$ cat config.mk
export PLATFORM = sky130hd
export DESIGN_NAME = stim_sweep_gen_flat
export DESIGN_NICKNAME = d
export VERILOG_FILES = /design/src/rtl/stim_sweep_gen_if.sv /design/src/rtl/stim_sweep_gen.sv /design/src/flat_wrapper.sv
export SDC_FILE = /design/constraint.sdc
export NUM_CORES = 1
export LEC_CHECK = 0
export CAP_MARGIN = 0
export CORE_UTILIZATION = 44
export CTS_BUF_LIST = sky130_fd_sc_hd__clkbuf_16
export CTS_CLUSTER_SIZE = 24
export DETAILED_ROUTE_END_ITERATION = 12
export GPL_ROUTABILITY_DRIVEN = 0
export PLACE_DENSITY_LB_ADDON = 0.08
export SLEW_MARGIN = 10
export SYNTH_ARGS = -nofsm -noshare
export SYNTH_HDL_FRONTEND = slang
export SYNTH_SLANG_ARGS = --single-unit
$ cat constraint.sdc
create_clock -name clk -period 2.6 [get_ports clk]
set_input_delay 0.52 -clock clk [delete_from_list [all_inputs] [get_ports clk]]
set_output_delay 0.52 -clock clk [all_outputs]
set_load 0.02 [all_outputs]
$ cat src/rtl/stim_sweep_gen_if.sv
// rtl/stim_sweep_gen_if.sv - control, response and stimulus signals of the sweep generator
interface stim_sweep_gen_if #(
    parameter int VEC_W = 5,
    parameter int RSP_W = 6
) ();
    logic             start;
    logic             hold;
    logic [RSP_W-1:0] rsp;
    logic [VEC_W-1:0] vec;
    logic             vec_valid;
    logic             busy;
    logic             done;
    logic [RSP_W-1:0] sig;
    logic [VEC_W:0]   count;

    // master is the generator itself; slave is whoever controls it and returns rsp
    modport master (
        input  start, hold, rsp,
        output vec, vec_valid, busy, done, sig, count
    );

    modport slave (
        output start, hold, rsp,
        input  vec, vec_valid, busy, done, sig, count
    );
endinterface

$ cat src/rtl/stim_sweep_gen.sv
// rtl/stim_sweep_gen.sv - exhaustive stimulus sweep with dwell, hold and rotate-xor response signature
module stim_sweep_gen #(
    parameter int VEC_W = 5,
    parameter int RSP_W = 6,
    parameter int DWELL = 1
) (
    input  logic               clk,
    input  logic               rst_n,
    stim_sweep_gen_if.master   bus
);
    localparam int DW_W = (DWELL > 1) ? $clog2(DWELL) : 1;
    localparam logic [DW_W-1:0] DWELL_LAST = DW_W'(DWELL - 1);

    typedef enum logic [1:0] {
        IDLE = 2'd0,
        RUN  = 2'd1,
        DONE = 2'd2
    } state_t;

    state_t            state_q, state_n;
    logic [DW_W-1:0]   dwell_q, dwell_n;
    logic [VEC_W-1:0]  vec_q,   vec_n;
    logic [RSP_W-1:0]  sig_q,   sig_n;
    logic [VEC_W:0]    count_q, count_n;

    always_ff @(posedge clk or negedge rst_n) begin
        if (!rst_n) begin
            state_q <= IDLE;
            dwell_q <= '0;
            vec_q   <= '0;
            sig_q   <= '0;
            count_q <= '0;
        end else begin
            state_q <= state_n;
            dwell_q <= dwell_n;
            vec_q   <= vec_n;
            sig_q   <= sig_n;
            count_q <= count_n;
        end
    end

    always_comb begin
        state_n = state_q;
        dwell_n = dwell_q;
        vec_n   = vec_q;
        sig_n   = sig_q;
        count_n = count_q;
        unique case (state_q)
            IDLE, DONE: begin
                if (bus.start) begin
                    state_n = RUN;
                    dwell_n = '0;
                    vec_n   = '0;
                    sig_n   = '0;
                    count_n = '0;
                end
            end
            RUN: begin
                // hold freezes everything; rsp only matters on the last dwell cycle
                if (!bus.hold) begin
                    if (dwell_q == DWELL_LAST) begin
                        dwell_n = '0;
                        sig_n   = {sig_q[RSP_W-2:0], sig_q[RSP_W-1]} ^ bus.rsp;
                        count_n = count_q + (VEC_W+1)'(1);
                        if (&vec_q) begin
                            state_n = DONE;
                        end else begin
                            vec_n = vec_q + VEC_W'(1);
                        end
                    end else begin
                        dwell_n = dwell_q + DW_W'(1);
                    end
                end
            end
            default: state_n = IDLE;
        endcase
    end

    assign bus.vec       = vec_q;
    assign bus.vec_valid = (state_q == RUN);
    assign bus.busy      = (state_q == RUN);
    assign bus.done      = (state_q == DONE);
    assign bus.sig       = sig_q;
    assign bus.count     = count_q;
endmodule

$ cat src/flat_wrapper.sv
// flat-port wrapper written by rule: the top's interface ports become plain ports
module stim_sweep_gen_flat 
#(
    parameter int VEC_W = 5,
    parameter int RSP_W = 6,
    parameter int DWELL = 1
)
  (clk, rst_n, bus_start, bus_hold, bus_rsp, bus_vec, bus_vec_valid, bus_busy, bus_done, bus_sig, bus_count);
  stim_sweep_gen_if #(.VEC_W(VEC_W), .RSP_W(RSP_W)) bus_i ();
  input  logic clk;
  input  logic rst_n;
  input wire logic [$bits(bus_i.start)-1:0] bus_start;
  input wire logic [$bits(bus_i.hold)-1:0] bus_hold;
  input wire logic [$bits(bus_i.rsp)-1:0] bus_rsp;
  output wire logic [$bits(bus_i.vec)-1:0] bus_vec;
  output wire logic [$bits(bus_i.vec_valid)-1:0] bus_vec_valid;
  output wire logic [$bits(bus_i.busy)-1:0] bus_busy;
  output wire logic [$bits(bus_i.done)-1:0] bus_done;
  output wire logic [$bits(bus_i.sig)-1:0] bus_sig;
  output wire logic [$bits(bus_i.count)-1:0] bus_count;
  assign bus_i.start = bus_start;
  assign bus_i.hold = bus_hold;
  assign bus_i.rsp = bus_rsp;
  assign bus_vec = bus_i.vec;
  assign bus_vec_valid = bus_i.vec_valid;
  assign bus_busy = bus_i.busy;
  assign bus_done = bus_i.done;
  assign bus_sig = bus_i.sig;
  assign bus_count = bus_i.count;
  stim_sweep_gen #(.VEC_W(VEC_W), .RSP_W(RSP_W), .DWELL(DWELL)) u_core (.clk(clk), .rst_n(rst_n), .bus(bus_i));
endmodule
After elaboration in Yosys (flattened, before gate mapping)
Index checks and enable logic that the tools add are counted.

Output and inout bits: 20. Logic and storage cells: 45. Register bits: 20. Input bits: 10.

Muxes and demuxes: 21. Reduce and logical (&&, ||, !) cells: 8. Bitwise logic cells: 1. Eq/ne operators: 7. $add $sub $neg: 3.

Operators by type and width (number): $mux W6 (5); $pmux W6 S2 (2); $mux W5 (4); $pmux W5 S2 (1); $reduce_and A5 Y1 (2); $mux W2 (4); $ne A2 B2 Y1 const B (4); $reduce_and A4 Y1 (2); $add A6 B1 Y6 const B (1); $xor A6 B6 Y6 (1); $add A5 B1 Y5 const B (1); $pmux W2 S2 (1); $mux W1 (3); $reduce_and A3 Y1 (1); $eq A2 B1 Y1 const B (1); $eq A2 B2 Y1 const B (1); $logic_not A2 Y1 (1); $ne A2 B1 Y1 const B (1); $pmux W1 S2 (1); $reduce_bool A2 Y1 (1); $reduce_or A2 Y1 (1); $add A1 B1 Y1 const B (1).

Depth between registers and ports, before layout
Word-level depth: 5. Gate-level depth with buffers: 6. Depth with buffers taken out: 6.

Worst setup path before layout
OpenSTA, ideal clock, no wires.

Path type: flip-flop to flip-flop. From: register u_core.vec_q[0] (netlist: u_core.bus.vec[0]). To: register u_core.vec_q[3] (netlist: u_core.bus.vec[3]). Required time: 2.476 ns. Path slack: 0.614 ns. Period minus slack after synthesis: 1.986 ns. Setup time: 0.124 ns. Data arrival time: 1.862 ns. Cell stages (with the launch flop): 7. Path through: dfrtp_1 > ha_1 > and3_1 > ha_1 > nor4b_2 > nand4_1 > mux2i_1.

Longest elaborated chain between the ends: 5. Elaborated cells on any way between the ends: 8.

Ends and longest elaborated chain: from (decl) (RTL line stim_sweep_gen.sv:22) `logic [VEC_W-1:0] vec_q, vec_n;`; from (signal assigned) (RTL line stim_sweep_gen.sv:36) `vec_q <= vec_n;`; $add A5 B1 Y5 (RTL line stim_sweep_gen.sv:68) `vec_n = vec_q + VEC_W'(1);`; $mux W5 (RTL line stim_sweep_gen.sv:65) `if (&vec_q) begin`; $mux W5 (RTL line stim_sweep_gen.sv:61) `if (dwell_q == DWELL_LAST) begin`; $mux W5 (RTL line stim_sweep_gen.sv:60) `if (!bus.hold) begin`; $pmux W5 S2 (RTL line stim_sweep_gen.sv:48) `unique case (state_q)`.

Several ways; a longest one is shown, not always the timed one. The select of a mux whose other input is x is not followed. A chain may end at the register's enable or synchronous reset.

Worst setup path in the final report
From: register u_core.state_q[1]. To: output port bus_vec_valid.

Longest elaborated chain between the ends: 1.

Ends and longest elaborated chain: from (decl) (RTL line stim_sweep_gen.sv:20) `state_t state_q, state_n;`; from (signal assigned) (RTL line stim_sweep_gen.sv:34) `state_q <= state_n;`; $eq A2 B1 Y1 (RTL line stim_sweep_gen.sv:80) `assign bus.vec_valid = (state_q == RUN);`; to (decl) (RTL line flat_wrapper.sv:16) `output wire logic [$bits(bus_i.vec_valid)-1:0] bus_vec_valid;`.

Every way passes these cells.

==> flow_summary.toml <==
[status]
status = "finished clean"

[power]
p_sw_uw = 666
vdd_drop_max_mv = 0.887
leakage_uw = 0.000582
clkPwrFrac_pct = 18.5
p_sw_share_pct = 39.1
power_frac_seq_pct = 33.9
p_per_area_nw_per_um2 = 1280
internal_power_uw = 1040
combinationalPowerShare_pct = 47.6

[sta]
skew_ns = 0.00668
finalHoldViolCount = 0
maxSlewViolCount = 0
tightest_slew_ns = 0.694
fmax_mhz = 462
tns_ns = 0
min_period_over_period_pct = 83.2
finalSetupViolCount = 0
min_period_ns = 2.16
rsz0062_at_grt = "no"
slew_headroom_pct = 53.7

[die]
io_pins = 30
start_util_pct = 47.2
dieArea_um2 = 2320
core_um2 = 1980
core.rowCount = 16
die_h_um = 48.1
dieWidth_um = 48.1

[clock_network]
postCtsSetupRepairBufs = 0
numCtsBuffers = 3
htreeDepth = 1
clock_path_buffers = 2
clkSlewWorstSetupHoldPaths_ns = 0.06
clock_sinks = 19
clock_latency_ns = 0.25
cts_tree = "built"
ctsResizeCount = 0
cts_hold_buf = 0
cts_root_buffer = "clkbuf_16"

[drt]
viasPerCell = 5.13
wl_um = 1970
drtIter0Drc = 12
dr.pass1.iters = 3
vias = 770
routedWlPerCell_um = 13.1
post-route-drc-count = 0
ant_nets = 0

[min_path]
hold_end = "u_core.bus.count[4]$_DFFE_PN0P_"
whs_path_depth = 1
hp-class = "reg2reg"
min_from = "u_core.bus.count[4]$_DFFE_PN0P_"

[critical_path]
path_cells = "or2b_1 > inv_1 > clkdlybuf4s50_1"
endpoint_kind = "output pin"
crit_arrival_ns = 1.64
crit-reg2reg-launch = "u_core.bus.vec[0]$_DFFE_PN0P_"
rr_endpoint = "u_core.bus.vec[3]$_DFFE_PN0P_"
reg2reg_setup_slack_ns = 0.48
cp-start-kind = "register"
cp.required_ns = 2.08
cp_top_family = "buffers and inverters"
r2r_cells = 6
crit_type = "reg2out"
cp_num_buf_inv = 2
worstPathMaxFanout = 5
slowest_stage = "clkdlybuf4s50_1"
critPathMaxStageDelay_ns = 0.60

[finish]
drive_gt1_share_pct = 5.69
area_growth_syn_to_layout_pct = 42.4
fillers = 151
diodes = 0
final_util_pct = 67.2
nNetsFinal = 137

[logic_synthesis]
syn_area_um2 = 936
synth-compound-area-share_pct = 13.8
ys_seq_elements = 19
syn_inst = 93
seq_area_frac_synth_pct = 50.8
synth_xor_area_share_pct = 5.61
ys_warn_count = 0
synthAdderAreaFrac_pct = 4.01
synth-simple-area-share_pct = 19.4
synth_cell_types = 26
synth_nets = 106
synth_top_family_by_area = "simple AND/OR/NAND/NOR gates"
muxShareOfSynthArea_pct = 3.21
syn_area_per_cell_um2 = 10.1

[grt]
grt-ovfl-total = 0
grt_pass1_vias = 708
grt_max_degree = 20
antenna_found_initial = 0
grtUsageTotal_pct = 20.4
grt_pass1_wl_um = 3190

[flow_run]
cap_violations = 0

[placed_design]
hpwl_um = 1380
port_buffers = 29
[synth_stat cells]
library cell	count	share of area, %
buf_4	1	0.80
a21oi_1	3	1.6
mux2i_1	3	3.2
or4_1	1	0.80
a22o_1	1	0.94
ha_1	3	4.0
inv_1	2	0.80
nand4_1	2	1.3
nor3b_1	1	0.80
or3b_1	1	0.94
nor4b_2	1	1.6
a21boi_1	1	0.80
nor3_1	1	0.53
and3_1	1	0.67
o21ai_0	12	6.4
xnor2_1	6	5.6
o21a_1	1	0.80
nand2b_1	2	1.3
nand2_1	11	4.4
nor2b_1	2	1.3
or2b_1	1	0.80
o211ai_1	2	1.6
o31ai_1	2	1.6
nand3_1	9	4.8
dfrtp_1	19	51
clkbuf_1	4	1.6
[registers in the layout (all words and copies together), names as in the netlist]
name              cells
u_core.state_q        2
u_core.bus.vec        5
u_core.bus.sig        6
u_core.bus.count      6
[cell type report]
| cell class | instances | area [µm²] | share of cell area [%] |
|---|---|---|---|
| Clock buffer | 3 | 75.1 | 5.63 |
| Clock inverter | 1 | 5.00 | 0.376 |
| Inverter | 2 | 7.51 | 0.563 |
| Multi-Input combinational cell | 67 | 430 | 32.3 |
| Sequential cell | 19 | 475 | 35.7 |
| Tap cell | 27 | 33.8 | 2.54 |
| Timing Repair Buffer | 31 | 305 | 22.9 |
[kinds of logic after synthesis]
logic type      count (synthesis)
compound gates                 22
buf+inv                         7
xor+xnor                        6
flops                          19
mux                             3
fa+ha+maj                       3
simple gates                   33
[power groups by stage]
stage	Clock (µW)	Sequential, µW	Combinational (µW)
6_report	316	577	811
5_1_grt	337	596	893
4_1_cts	322	576	820
3_5_place_dp	0	575	820
3_3_place_gp	0	571	804
2_1_floorplan	0	704	321
[layer usage]
metal / vias to the layer above / GRT usage, % / share of wire (%)
met5: - / 0 / 0
met4: 0 / 4.44 / 0.66
met3: 2 / 6.67 / 3.5
met2: 17 / 32.7 / 48
met1: 364 / 26.9 / 48
li1: 387 / - / -
[placed cells by master, fill, tap and decap left out, types with 2 or more instances in the layout]
cell | netlist | routed
clkdlybuf4s50_1 | 0 | 29
nor2b_1 | 2 | 2
o211ai_1 | 2 | 2
xnor2_1 | 6 | 6
mux2i_1 | 3 | 3
clkbuf_16 | 0 | 3
nand4_1 | 2 | 2
ha_1 | 3 | 3
nand2_1 | 11 | 11
o31ai_1 | 2 | 2
nand2b_1 | 2 | 2
dfrtp_1 | 19 | 19
inv_1 | 2 | 2
o21ai_0 | 12 | 12
nand3_1 | 9 | 9
a21oi_1 | 3 | 3
buf_4 | 1 | 2
[worst max path at each step]
| stage | cells after the start | slack (ns) | startpoint | to |
|---|---|---|---|---|
| after floorplan | 6 | 0.61 | u_core.bus.vec[0]$_DFFE_PN0P_ | u_core.bus.vec[3]$_DFFE_PN0P_ |
| after global placement | 4 | 0.47 | bus_hold | u_core.bus.count[5]$_DFFE_PN0P_ |
| after detailed placement | 4 | 0.45 | bus_hold | u_core.bus.count[5]$_DFFE_PN0P_ |
| after CTS | 3 | 0.43 | u_core.state_q[1]$_DFFE_PN0P_ | bus_vec_valid |
| after global routing | 3 | 0.32 | u_core.state_q[1]$_DFFE_PN0P_ | bus_busy |
| final | 3 | 0.44 | u_core.state_q[1]$_DFFE_PN0P_ | bus_vec_valid |
[through the flow]
stage                     area, µm²  worst slack (ns)  cells  total power (µW)  hold WS [ns]
after floorplan                 936             0.614     93              1030         0.224
after global placement         1250             0.471    146              1370         0.493
after detailed placement       1250             0.446    146              1400         0.520
after CTS                      1330             0.428    150              1720         0.529
after global routing           1330             0.323    150              1830         0.544
final                          1330             0.437    150              1700         0.516
No activity file was read; power rests on OpenSTA's default activity.
